$ cat src/rtl/fm_sb_pkg.sv
// Shared types for the spy-buffer playback path: monitor word, playback modes, FSM states.
package fm_sb_pkg;

   localparam int unsigned MON_DW_MAX    = 256;
   localparam int unsigned pb_mode_width = 2;

   typedef enum logic [pb_mode_width-1:0] {
      PB_OFF    = 2'b00,
      PB_SINGLE = 2'b01,
      PB_LOOP   = 2'b10
   } pb_mode_e;

   typedef struct packed {
      logic [MON_DW_MAX-1:0] fm_data;
      logic                  fm_vld;
   } fm_rt;

   typedef enum logic [1:0] {
      IDLE,
      RUN,
      FLUSH,
      DONE
   } pb_state_e;

endpackage

$ cat src/rtl/fm_sb_rd_tag_pipe.sv
// Delay line marking which cycles carry valid memory read data.
module fm_sb_rd_tag_pipe #(
   parameter int unsigned RD_LAT = 2
) (
   input  logic clk,
   input  logic rst,
   input  logic tag_in,
   output logic tag_out
);

   logic [RD_LAT-1:0] pipe;

   always_ff @(posedge clk or posedge rst) begin
      if (rst) begin
         pipe <= '0;
      end else begin
         pipe[0] <= tag_in;
         for (int i = 1; i < RD_LAT; i++) begin
            pipe[i] <= pipe[i-1];
         end
      end
   end

   assign tag_out = pipe[RD_LAT-1];

endmodule

$ cat src/rtl/fm_sb_playback.sv
// Spy-buffer playback: replays memory words onto the monitor path, or passes live data through.
module fm_sb_playback
   import fm_sb_pkg::*;
#(
   parameter int unsigned DW     = 256,
   parameter int unsigned AW     = 10,
   parameter int unsigned RD_LAT = 2
) (
   input  logic                     clk,
   input  logic                     rst,
   input  logic [pb_mode_width-1:0] pb_mode,
   input  logic                     pb_start,
   input  logic                     pb_stop,
   input  logic [AW-1:0]            pb_last_addr,
   input  logic [7:0]               pb_gap,
   output logic                     mem_rd_en,
   output logic [AW-1:0]            mem_rd_addr,
   input  logic [DW-1:0]            mem_rd_data,
   input  fm_rt                     fm_i,
   output fm_rt                     fm_o,
   output logic                     pb_busy,
   output logic                     pb_done,
   output logic [15:0]              pb_count
);

   localparam int unsigned IFW = $clog2(RD_LAT + 1);

   pb_state_e             state;
   logic                  loop_s;
   logic [AW-1:0]         last_s;
   logic [7:0]            gap_s;
   logic [7:0]            gap_cnt;
   logic [IFW-1:0]        inflight;
   logic                  tag_out;
   logic [MON_DW_MAX-1:0] rd_data_ext;

   assign rd_data_ext = MON_DW_MAX'(mem_rd_data);

   fm_sb_rd_tag_pipe #(
      .RD_LAT (RD_LAT)
   ) u_tag_pipe (
      .clk     (clk),
      .rst     (rst),
      .tag_in  (mem_rd_en),
      .tag_out (tag_out)
   );

   always_ff @(posedge clk or posedge rst) begin
      if (rst) begin
         state       <= IDLE;
         fm_o        <= '0;
         mem_rd_en   <= 1'b0;
         mem_rd_addr <= '0;
         pb_busy     <= 1'b0;
         pb_done     <= 1'b0;
         pb_count    <= '0;
         loop_s      <= 1'b0;
         last_s      <= '0;
         gap_s       <= '0;
         gap_cnt     <= '0;
         inflight    <= '0;
      end else begin
         // Reads issued minus words returned; zero means nothing left to drain.
         inflight <= inflight + IFW'(mem_rd_en) - IFW'(tag_out);
         pb_done  <= 1'b0;

         if (state == IDLE) begin
            fm_o <= fm_i;
         end else begin
            fm_o.fm_vld <= tag_out;
            if (tag_out) begin
               fm_o.fm_data <= rd_data_ext;
               if (pb_count != 16'hFFFF) pb_count <= pb_count + 16'd1;
            end
         end

         case (state)
            IDLE: begin
               if (pb_start && (pb_mode == PB_SINGLE || pb_mode == PB_LOOP)) begin
                  state       <= RUN;
                  pb_busy     <= 1'b1;
                  loop_s      <= (pb_mode == PB_LOOP);
                  last_s      <= pb_last_addr;
                  gap_s       <= pb_gap;
                  gap_cnt     <= '0;
                  mem_rd_en   <= 1'b1;
                  mem_rd_addr <= '0;
                  pb_count    <= '0;
               end
            end
            RUN: begin
               // mem_rd_en is precomputed one cycle ahead so the strobe leaves a flop.
               if (pb_stop || (mem_rd_en && !loop_s && mem_rd_addr == last_s)) begin
                  state     <= FLUSH;
                  mem_rd_en <= 1'b0;
               end else if (mem_rd_en) begin
                  mem_rd_addr <= (mem_rd_addr == last_s) ? '0 : mem_rd_addr + AW'(1);
                  gap_cnt     <= gap_s;
                  mem_rd_en   <= (gap_s == 8'd0);
               end else begin
                  gap_cnt   <= gap_cnt - 8'd1;
                  mem_rd_en <= (gap_cnt == 8'd1);
               end
            end
            FLUSH: begin
               if (inflight == '0) begin
                  state   <= DONE;
                  pb_done <= 1'b1;
               end
            end
            DONE: begin
               state   <= IDLE;
               pb_busy <= 1'b0;
            end
            default: state <= IDLE;
         endcase
      end
   end

endmodule

$ cat config.mk
export PLATFORM = sky130hd
export DESIGN_NAME = fm_sb_playback
export DESIGN_NICKNAME = d
export VERILOG_FILES = /design/src/rtl/fm_sb_pkg.sv /design/src/rtl/fm_sb_rd_tag_pipe.sv /design/src/rtl/fm_sb_playback.sv
export SDC_FILE = /design/constraint.sdc
export NUM_CORES = 1
export LEC_CHECK = 0
export BUFFER_PORTS_ARGS = -buffer_cell sky130_fd_sc_hd__buf_2
export CAP_MARGIN = 20
export CORE_AREA = 2 2 320 322
export DETAILED_ROUTE_END_ITERATION = 10
export DIE_AREA = 0 0 322 324
export GPL_TIMING_DRIVEN = 0
export SLEW_MARGIN = 25
export SYNTH_ARGS = -nofsm -noshare
export SYNTH_HDL_FRONTEND = slang
export SYNTH_SLANG_ARGS = --single-unit
$ cat constraint.sdc
create_clock -name clk -period 28.5 [get_ports clk]
set_input_delay 4.275 -clock clk [delete_from_list [all_inputs] [get_ports clk]]
set_output_delay 4.275 -clock clk [all_outputs]
set_load 0.01 [all_outputs]
==> results.ini, run 1 <==
[synthesis]
post_synth_main_area_contributors = sky130_fd_sc_hd__dfrtp_1 53%, sky130_fd_sc_hd__mux2i_1 18%, sky130_fd_sc_hd__o21ai_0 8.8%
synth_commonest_cells = 341 x sky130_fd_sc_hd__nand2_1, 319 x sky130_fd_sc_hd__dfrtp_1, 264 x sky130_fd_sc_hd__mux2i_1
adder_cell_area_share_of_the_yosys_netlist_pct = 0.916
post_synth_num_cell_types = 55
post_synth_xor_area_fraction_pct = 1.16
synth_compound_gate_area_share_pct = 11.8
yosysTopAreaCell = sky130_fd_sc_hd__dfrtp_1
synth_simple_gate_area_share_pct = 12.1
post_synth_mux_area_share_pct = 17.8
synth_area_sq_um = 15000
seq_area_frac_synth_pct = 53.1
synth_enable_flop_cells = 0
post_synth.cell_area_avg_sq_um = 10.2
synth_ff_type = sky130_fd_sc_hd__dfrtp_1
synthCells = 1478
syn_nets = 2026
synth_top_family_by_area = multiplexers
synth.yosys.warnings = 0
asyncSetResetFlopFracSynth_pct = 100
ys_seq_elements = 319
yosysMostFrequentCell = sky130_fd_sc_hd__nand2_1
post-synth-top-area-fraction_pct = 53.1

[clocking]
cts_made_buffers = 40
cts_repair_resize_count = 0
root_buffer = sky130_fd_sc_hd__clkbuf_16
cts_max_path_buffers = 3
later_pin_clock_latency_in_the_skew_report_ns = 0.58
cts_sinks = 319
postCtsSetupRepairBufs = 0
postCtsHoldBufs = 0
clock_pin_slew_worst_setup_and_hold_paths_ns = 0.06
clock_tree.htree_level_count = 2
cts_tree = yes

[timing]
max_clock_freq_mhz = 178
setup_viol = 0
min_period_ns = 5.62
final.hold.worst_slack_ns = 0.354
hold_viol = 0
fin_skew_ns = 0.0213
slew_violations = 0
rsz0062_at_grt = no
worst-slew-pin-transition_ns = 1.03
totalNegativeSetupSlack_ns = 0
period_share_pct = 19.7
maxSlewHeadroom_pct = 31.6

[routing]
route.antenna.remaining_nets = 0
routed_wirelength_normalized_by_instance_count_microns = 18.3
wl_microns = 67300
drt_drc_violations_left = 0
detail_route.first_pass.iterations = 5
drt_iter0_drc = 807
detail_route.vias_per_cell = 4.01
dr_total_vias = 14800

[power]
comb_power_share_pct = 47.1
p_leak_nw = 11.2
power.ir.vdd_worst_uv = 69.4
clock_power_share_pct = 21.4
switching_fraction_of_total_power_pct = 42.9
p_per_area_nw_per_um2 = 114
seq_power_share_pct = 31.5
switchingPower_mw = 1.09
power.internal_mw = 1.45

[critical_path]
critPathLaunchType = input port
r2r_slack_ns = 25.14
worst-endpoint-arrival_ns = 6.12
critPathKind = in2reg
r2r_cells = 8
worstPathRequired_ns = 29.00
end_kind = flip-flop
critPathMaxFanout = 10

[grt]
remaining_overflow_grt = 0
grtUsageTotal_pct = 12.1
via_count_of_the_first_global_routing_pass = 14600
antenna_found_initial = 11
grt_first_pass_wirelength_microns = 94000
grt_start_max_net_pins = 90

[layout]
filler_cell_count = 11100
final_net_count = 2893
finish.instance_area_sq_um = 22300
fin_util_pct = 22.1
post_route_cells_drive_above_1_share_pct = 39.5
areaGrowthSynthToFinish_pct = 48.2

[run_status]
status = completed

[placed_design]
place_hpwl_microns = 53600
placedInstanceArea_sq_um = 20900
buffer_ports.inserted = 822
replace_congestion = 0.915

[floorplanning]
core_region_area_sq_um = 101000
placement_rows = 117
die_y_microns = 324
die_area_sq_um = 104000
fp.dieW_microns = 322
start_util_pct = 14.9
io-pin-count = 823

[worst_hold_path]
hold_path_depth = 0
hold_class = reg2reg

[job]
max_cap_viol_count = 0

worst paths after layout:
| path | startpoint | end |
|---|---|---|
| setup / recovery | pb_mode[0] | gap_s[0] |
| setup reg to reg | state[0] | fm_o[81] |
| hold reg to reg | u_tag_pipe.pipe[0] | u_tag_pipe.pipe[1] |
| min in group asynchronous | rst | fm_o[4] |
| hold / removal | u_tag_pipe.pipe[0] | u_tag_pipe.pipe[1] |
| max in group asynchronous | rst | pb_count[9] |
flip-flops by register name (all words and copies together) (netlist names), 2 cells and up:
signal / cells
state: 2
fm_o: 257
pb_count: 16
gap_cnt: 8
inflight: 2
last_s: 10
gap_s: 8
u_tag_pipe.pipe: 2
mem_rd_addr: 10
area by class of cell:
class                           count  area (sq um)  share of cell area, %
Tap cell                         1309          1640                   7.35
Clock inverter                      8           171                  0.770
Clock buffer                       60          1220                   5.47
Antenna cell                        2          5.00                 0.0225
Sequential cell                   319          7980                   35.8
Timing Repair Buffer              825          4200                   18.8
Buffer                             99           422                   1.89
Multi-Input combinational cell   1044          6570                   29.5
Inverter                           16          67.6                  0.303
cells in the final DEF (no fill, tap or decap), drive strengths merged, types with 2 or more instances in the layout:
cell type  instances
a211o             11
a211oi             3
a21o               4
a21oi             15
a221o              2
a22oi              2
a311oi             4
a31oi              2
and3               8
and3b              2
and4               3
buf              857
bufinv             5
clkbuf           127
dfrtp            319
diode              2
ha                11
inv               17
mux2               2
mux2i            264
nand2            341
nand2b             2
nand3              9
nand4             11
nor2              13
nor2b              7
nor3              18
nor3b              3
nor4               6
nor4b              2
o211ai             2
o21ai            263
o22ai              2
o31a               2
o41ai              2
or2                2
xnor2             16
power by group through the flow:
stage | registers, mW | logic (mW) | clock network [mW]
floorplan | 0.874 | 0.584 | 0
global route | 0.823 | 1.31 | 0.578
detailed placement | 0.799 | 1.21 | 0
CTS | 0.799 | 1.21 | 0.561
global placement | 0.800 | 1.19 | 0
finish | 0.802 | 1.20 | 0.544
through the flow:
step           setup WS (ns)  power [mW]  cells
3_3_place_gp           11.10        1.99   3609
2_1_floorplan          15.40        1.46   1478
3_5_place_dp           22.28        2.01   3612
6_report               22.88        2.54   3682
5_1_grt                22.66        2.71   3681
4_1_cts                22.90        2.57   3680
worst max-delay path, stage by stage:
cell	delay [ns]
sky130_fd_sc_hd__buf_2	0.09
sky130_fd_sc_hd__inv_1	0.04
sky130_fd_sc_hd__ha_1	0.27
sky130_fd_sc_hd__nand2b_1	0.24
sky130_fd_sc_hd__nand2_1	0.18
sky130_fd_sc_hd__nand2_1	0.36
sky130_fd_sc_hd__clkbuf_1	0.46
sky130_fd_sc_hd__nand2_1	0.11
sky130_fd_sc_hd__nand2_1	0.08
routing by layer:
| metal | vias up | GRT usage, % | wire (microns) |
|---|---|---|---|
| li1 | 6861 | - | - |
| met3 | 115 | 3.05 | 4800 |
| met4 | 4 | 5.90 | 3160 |
| met5 | - | 0 | 25 |
| met1 | 7082 | 14.6 | 27700 |
| met2 | 689 | 20.2 | 31600 |
cells by family (layout without fill, tap and decap cells):
logic type	count (synthesis)	in the layout
AND/OR/NAND/NOR	429	429
AO/OA/AOI/OAI	322	322
flip-flops	319	319
multiplexers	266	266
buffers and inverters	115	1008
XOR/XNOR	16	16
adder cells (fa/ha/maj)	11	11
other	0	2
(Power assumes the default switching activity.)
==> inputs of run 2 (changes only) <==
ABC_AREA = 1   (was unset)
clock period = 5.1 ns   (was 28.5 ns; I/O delays follow)
==> run 2 against run 1 <==
First-iteration DRC count is 32% higher; core utilization is 0.33 points lower; clock-buffer cell count is 5 lower; critical path type is now reg2reg; critical endpoint is now fm_o[29]; largest cell class unchanged; via count is 9.4% higher; routed wire length is 17% higher; register-to-register slack worse by 23 ns.
==> results.ini, run 2 <==
[run_status]
status = completed

[synthesis]
post_synth.cell_area_avg_sq_um = 7.93
seq_area_frac_synth_pct = 54.5
post_synth_main_area_contributors = sky130_fd_sc_hd__dfrtp_1 55%, sky130_fd_sc_hd__nand2_1 23%, sky130_fd_sc_hd__nand3_1 9.8%
synth_commonest_cells = 901 x sky130_fd_sc_hd__nand2_1, 319 x sky130_fd_sc_hd__dfrtp_1, 287 x sky130_fd_sc_hd__nand3_1
synth.yosys.warnings = 0
synth_ff_type = sky130_fd_sc_hd__dfrtp_1
post_synth_num_cell_types = 42
synth_enable_flop_cells = 0
synthCells = 1846
yosysTopAreaCell = sky130_fd_sc_hd__dfrtp_1
post-synth-top-area-fraction_pct = 54.5
ys_seq_elements = 319
synth_area_sq_um = 14600
asyncSetResetFlopFracSynth_pct = 100
syn_nets = 2394
yosysMostFrequentCell = sky130_fd_sc_hd__nand2_1

[layout]
finalNonFillerCells = 4064
finish.instance_area_sq_um = 21900
most_common_library_cell_in_the_layout_ignoring_fill_and_taps = sky130_fd_sc_hd__nand2_1
largestRegisters = fm_o: 257 flops, pb_count: 16 flops
areaGrowthSynthToFinish_pct = 49.9
largest_register_ffs = 257
fin_util_pct = 21.7
layout_common_cells = 901 x sky130_fd_sc_hd__nand2_1, 867 x sky130_fd_sc_hd__buf_2, 319 x sky130_fd_sc_hd__dfrtp_1
final_net_count = 3270
post_route_cells_drive_above_1_share_pct = 35.6
max_flop_register = fm_o

[grt]
grt_first_pass_wirelength_microns = 106000
grt_start_max_net_pins = 32
grtUsageTotal_pct = 14.2
remaining_overflow_grt = 0
via_count_of_the_first_global_routing_pass = 15400
antenna_found_initial = 38

[timing]
max_clock_freq_mhz = 312
final.hold.worst_slack_ns = 0.131
worst-slew-pin-transition_ns = 1.07
totalNegativeSetupSlack_ns = 0
period_share_pct = 62.8
setup_viol = 0
maxSlewHeadroom_pct = 28.8
fin_skew_ns = 0.0155
min_period_ns = 3.20
hold_viol = 0
slew_violations = 0
rsz0062_at_grt = no
fin_ws_ns = 1.90

[routing]
routed_wirelength_normalized_by_instance_count_microns = 19.3
routed-wl-met2_microns = 36900
wl_microns = 78500
drt_drc_violations_left = 0
detail_route.vias_per_cell = 3.97
met3WireLength_microns = 7930
drt_iter0_drc = 1067
detail_route.first_pass.iterations = 5
dr_total_vias = 16100
route.antenna.remaining_nets = 0
wl_met1_microns = 30400
highest_metal_used = met5

[placed_design]
number_of_instances_in_the_placed_design = 3990
replace_congestion = 0.918
placedInstanceArea_sq_um = 20700
buffer_ports.inserted = 822
place_hpwl_microns = 64800
place_worst_setup_slack_ns = 1.59

[clocking]
clock_tree.htree_level_count = 2
later_pin_clock_latency_in_the_skew_report_ns = 0.58
cts_tree = yes
cts_max_path_buffers = 3
root_buffer = sky130_fd_sc_hd__clkbuf_16
clock_pin_slew_worst_setup_and_hold_paths_ns = 0.06
postCtsSetupRepairBufs = 0
cts_sinks = 319
cts_repair_resize_count = 0
postCtsHoldBufs = 0
cts_made_buffers = 39

[critical_path]
worstPathRequired_ns = 5.61
kind_of_cell_adding_the_most_delay_to_the_critical_path = buffers and inverters
worst_path_max_delay_cell = sky130_fd_sc_hd__clkbuf_1
critPathMaxFanout = 10
critPathKind = reg2reg
critPathLaunchType = flip-flop
path_cells = inv_1, ha_1, buf_2, nor2_2, buf_6, clkbuf_1, buf_2, nand2_1, nand3_1
worst-endpoint-arrival_ns = 3.71
critical_path.max_stage_delay_ns = 0.68
end_kind = flip-flop
critical_path.n_buffers_inverters = 5
path_common_cell = sky130_fd_sc_hd__buf_2

[power]
post-layout-total-power_mw = 14.5
p_per_area_nw_per_um2 = 660
p_leak_nw = 11.4
power.ir.vdd_worst_uv = 366

[job]
max_cap_viol_count = 0

[floorplanning]
die_y_microns = 324
fp.dieW_microns = 322
core_region_area_sq_um = 101000
start_util_pct = 14.5
die_area_sq_um = 104000
placement_rows = 117
io-pin-count = 823

[worst_hold_path]
hold_class = in2async

## run 2: cell types whose count changed after synthesis, moves of 22 or more
cell and change:
sky130_fd_sc_hd__inv_1 +42, sky130_fd_sc_hd__nand2_1 +560, sky130_fd_sc_hd__clkbuf_1 -22, sky130_fd_sc_hd__mux2i_1 -264, sky130_fd_sc_hd__o21ai_0 -226, sky130_fd_sc_hd__nand3_1 +278
sky130_fd_sc_hd__nor2_1 +30
## run 2: report_power, final
| part | switching [mW] | internal (mW) | leakage, nW | total, mW |
|---|---|---|---|---|
| Sequential | 0.779 | 3.78 | 3.92 | 4.56 |
| Clock | 1.17 | 1.66 | 0.627 | 2.83 |
| Combinational | 4.80 | 2.29 | 6.85 | 7.09 |
| Total | 6.75 | 7.73 | 11.4 | 14.5 |
## run 2: cell type report
cell class | count | area (sq um)
timing repair buffer | 835 | 4370
inverter | 66 | 251
antenna | 8 | 20.0
clock buffer | 55 | 1150
multi-input combinational | 1364 | 5960
tap | 1309 | 1640
sequential | 319 | 7980
buffer | 97 | 450
clock inverter | 11 | 119
fill | 11400 | 79100
## run 2: final timing paths
check / start / end / slack (ns) / depth (start not counted)
max in group asynchronous: rst / fm_o[44] / 3.81 / 6
max: state[0] / fm_o[29] / 1.90 / 9
min: rst / fm_o[204] / 0.13 / 2
min in group clk: u_tag_pipe.pipe[0] / u_tag_pipe.pipe[1] / 0.35 / 0
max reg2reg: state[0] / fm_o[29] / 1.90 / 9
min reg2reg: u_tag_pipe.pipe[0] / u_tag_pipe.pipe[1] / 0.35 / 0
## run 2: logic make-up (layout without fill, tap and decap cells)
kind of cell | count (synthesis) | in the layout | share of synthesized area (%)
simple gates | 1275 | 1275 | 36.3
compound gates | 61 | 61 | 2.44
buf+inv | 163 | 1064 | 4.75
fa+ha+maj | 11 | 11 | 0.940
xor+xnor | 17 | 17 | 1.02
other cells | 0 | 8 | 0
flops | 319 | 319 | 54.5
## run 2: layer usage
metal	track usage (%)	vias to the layer above
met5	0	-
met4	5.75	14
met3	5.61	179
met2	23.5	808
met1	16.3	7511
li1	-	7622
==> inputs of run 3 (changes only) <==
clock period = 3.3 ns   (was 5.1 ns; I/O delays follow)
==> run 3 against run 2 <==
Sequential power is 54% higher; fmax increased by 5.2%; sequential share of layout area about the same; non-clock buffer count unchanged; total power increased by 55%; clock power grew 55%; critical path depth fell by 2; register-to-register slack got worse by 1.6 ns; worst hold slack got worse by 0.017 ns; routed wire length is 0.16% higher; final cell count about the same; combinational power increased by 55%; critical endpoint is now fm_o[185].
==> results.ini, run 3 (same netlist as run 2, synthesis figures left out) <==
[timing]
totalNegativeSetupSlack_ns = 0
fin_ws_ns = 0.255
slew_violations = 0
max_clock_freq_mhz = 328
maxSlewHeadroom_pct = 29.4
final.hold.worst_slack_ns = 0.114
hold_viol = 0
worst-slew-pin-transition_ns = 1.06
fin_skew_ns = 0.0125
min_period_ns = 3.05
rsz0062_at_grt = no
setup_viol = 0
period_share_pct = 92.3

[grt]
grt_start_max_net_pins = 32
remaining_overflow_grt = 0
via_count_of_the_first_global_routing_pass = 15400
antenna_found_initial = 39
grtUsageTotal_pct = 14.2
grt_first_pass_wirelength_microns = 106000

[routing]
route.antenna.remaining_nets = 0
detail_route.first_pass.iterations = 5
wl_microns = 78600
detail_route.vias_per_cell = 3.97
dr_total_vias = 16100
drt_iter0_drc = 943
drt_drc_violations_left = 0
routed_wirelength_normalized_by_instance_count_microns = 19.4

[layout]
final_net_count = 3270
max_flop_register = fm_o
post_route_cells_drive_above_1_share_pct = 35.6
fin_util_pct = 21.7
layout_common_cells = 901 x sky130_fd_sc_hd__nand2_1, 867 x sky130_fd_sc_hd__buf_2, 319 x sky130_fd_sc_hd__dfrtp_1
areaGrowthSynthToFinish_pct = 49.9
most_common_library_cell_in_the_layout_ignoring_fill_and_taps = sky130_fd_sc_hd__nand2_1
finish.instance_area_sq_um = 21900
filler_cell_count = 11400
largest_register_ffs = 257
largestRegisters = fm_o: 257 flops, pb_count: 16 flops

[critical_path]
worstPathRequired_ns = 3.81
end_kind = flip-flop
critPathMaxFanout = 10
critPathLaunchType = flip-flop
worst-endpoint-arrival_ns = 3.55
critPathKind = reg2reg

[clocking]
cts_max_path_buffers = 3
clock_pin_slew_worst_setup_and_hold_paths_ns = 0.06
cts_made_buffers = 39
root_buffer = sky130_fd_sc_hd__clkbuf_16
later_pin_clock_latency_in_the_skew_report_ns = 0.58
clock_tree.htree_level_count = 2
postCtsSetupRepairBufs = 0
cts_tree = yes
cts_repair_resize_count = 0
cts_sinks = 319

[job]
max_cap_viol_count = 0

[floorplanning]
placement_rows = 117
core_region_area_sq_um = 101000
start_util_pct = 14.5
die_y_microns = 324
fp.dieW_microns = 322
io-pin-count = 823
die_area_sq_um = 104000

[power]
p_leak_nw = 11.4
seq_power_share_pct = 31.5
comb_power_share_pct = 49.0
p_per_area_nw_per_um2 = 1020
power.internal_mw = 11.9
switchingPower_mw = 10.4
clock_power_share_pct = 19.6
switching_fraction_of_total_power_pct = 46.6
power.ir.vdd_worst_uv = 562

[placed_design]
placedInstanceArea_sq_um = 20700
replace_congestion = 0.918
buffer_ports.inserted = 822
place_worst_setup_slack_ns = -0.207
place_hpwl_microns = 64800

[run_status]
status = completed

[worst_hold_path]
hold_class = in2reg

[run 3: cell types whose count changed in the layout (fill, tap and decap cells not counted)]
cell and delta:
sky130_fd_sc_hd__dlygate4sd3_1 +1, sky130_fd_sc_hd__diode_2 -2, sky130_fd_sc_hd__clkbuf_1 -1
[run 3: path summary, 6_finish.rpt]
check,to,cells after the start,startpoint,slack [ns]
max reg2reg,fm_o[185],7,state[0],0.25
min reg2reg,u_tag_pipe.pipe[1],0,u_tag_pipe.pipe[0],0.35
min in group asynchronous,fm_o[204],3,rst,0.43
min,fm_o[27],3,mem_rd_data[26],0.11
max,fm_o[185],7,state[0],0.25
max in group asynchronous,fm_o[47],7,rst,1.71
[run 3: through the flow]
step | cells | total power [mW]
global placement | 3977 | 17.9
finish | 4062 | 22.4
detailed placement | 3990 | 18.1
floorplan | 1846 | 12.7
CTS | 4056 | 22.7
global route | 4060 | 24.0
[run 3: power by group through the flow]
stage	combinational [mW]	clock (mW)	sequential, mW
after detailed placement	11.1	0	7.01
after global placement	10.9	0	7.02
after global routing	12.1	4.66	7.23
after CTS	11.1	4.54	7.00
after floorplan	5.04	0	7.65
final	11.0	4.38	7.04
[run 3: worst max-delay path: stages, from the launching register on]
cell,delay [ns]
sky130_fd_sc_hd__dfrtp_1,0.42
sky130_fd_sc_hd__inv_1,0.10
sky130_fd_sc_hd__ha_1,0.17
sky130_fd_sc_hd__buf_2,0.39
sky130_fd_sc_hd__clkbuf_1,0.83
sky130_fd_sc_hd__clkbuf_1,0.80
sky130_fd_sc_hd__nand2_1,0.12
sky130_fd_sc_hd__nand3_1,0.12
[run 3: layout make-up]
cell class	count	area, sq um	area share (%)
clock inverter	11	119	0.542
sequential	319	7980	36.4
timing repair buffer	836	4380	20.0
inverter	66	251	1.15
multi-input combinational	1364	5960	27.2
antenna	6	15.0	0.0684
buffer	96	447	2.04
tap	1309	1640	7.46
clock buffer	55	1150	5.22
[run 3: routing by layer]
| layer | track usage (%) | share of wire [%] | up-vias |
|---|---|---|---|
| met1 | 16.3 | 39 | 7506 |
| met2 | 23.5 | 47 | 806 |
| met5 | 0 | 0.10 | - |
| li1 | - | - | 7618 |
| met3 | 5.61 | 10 | 173 |
| met4 | 5.75 | 4.1 | 14 |
[run 3: repair_timing]
| action | 4_1_cts | 5_1_grt |
|---|---|---|
| endpoints found under the setup margin | 10 | 0 |
| hold buffers | 1 | 0 |
| hold endpoints to repair | 7 | 0 |
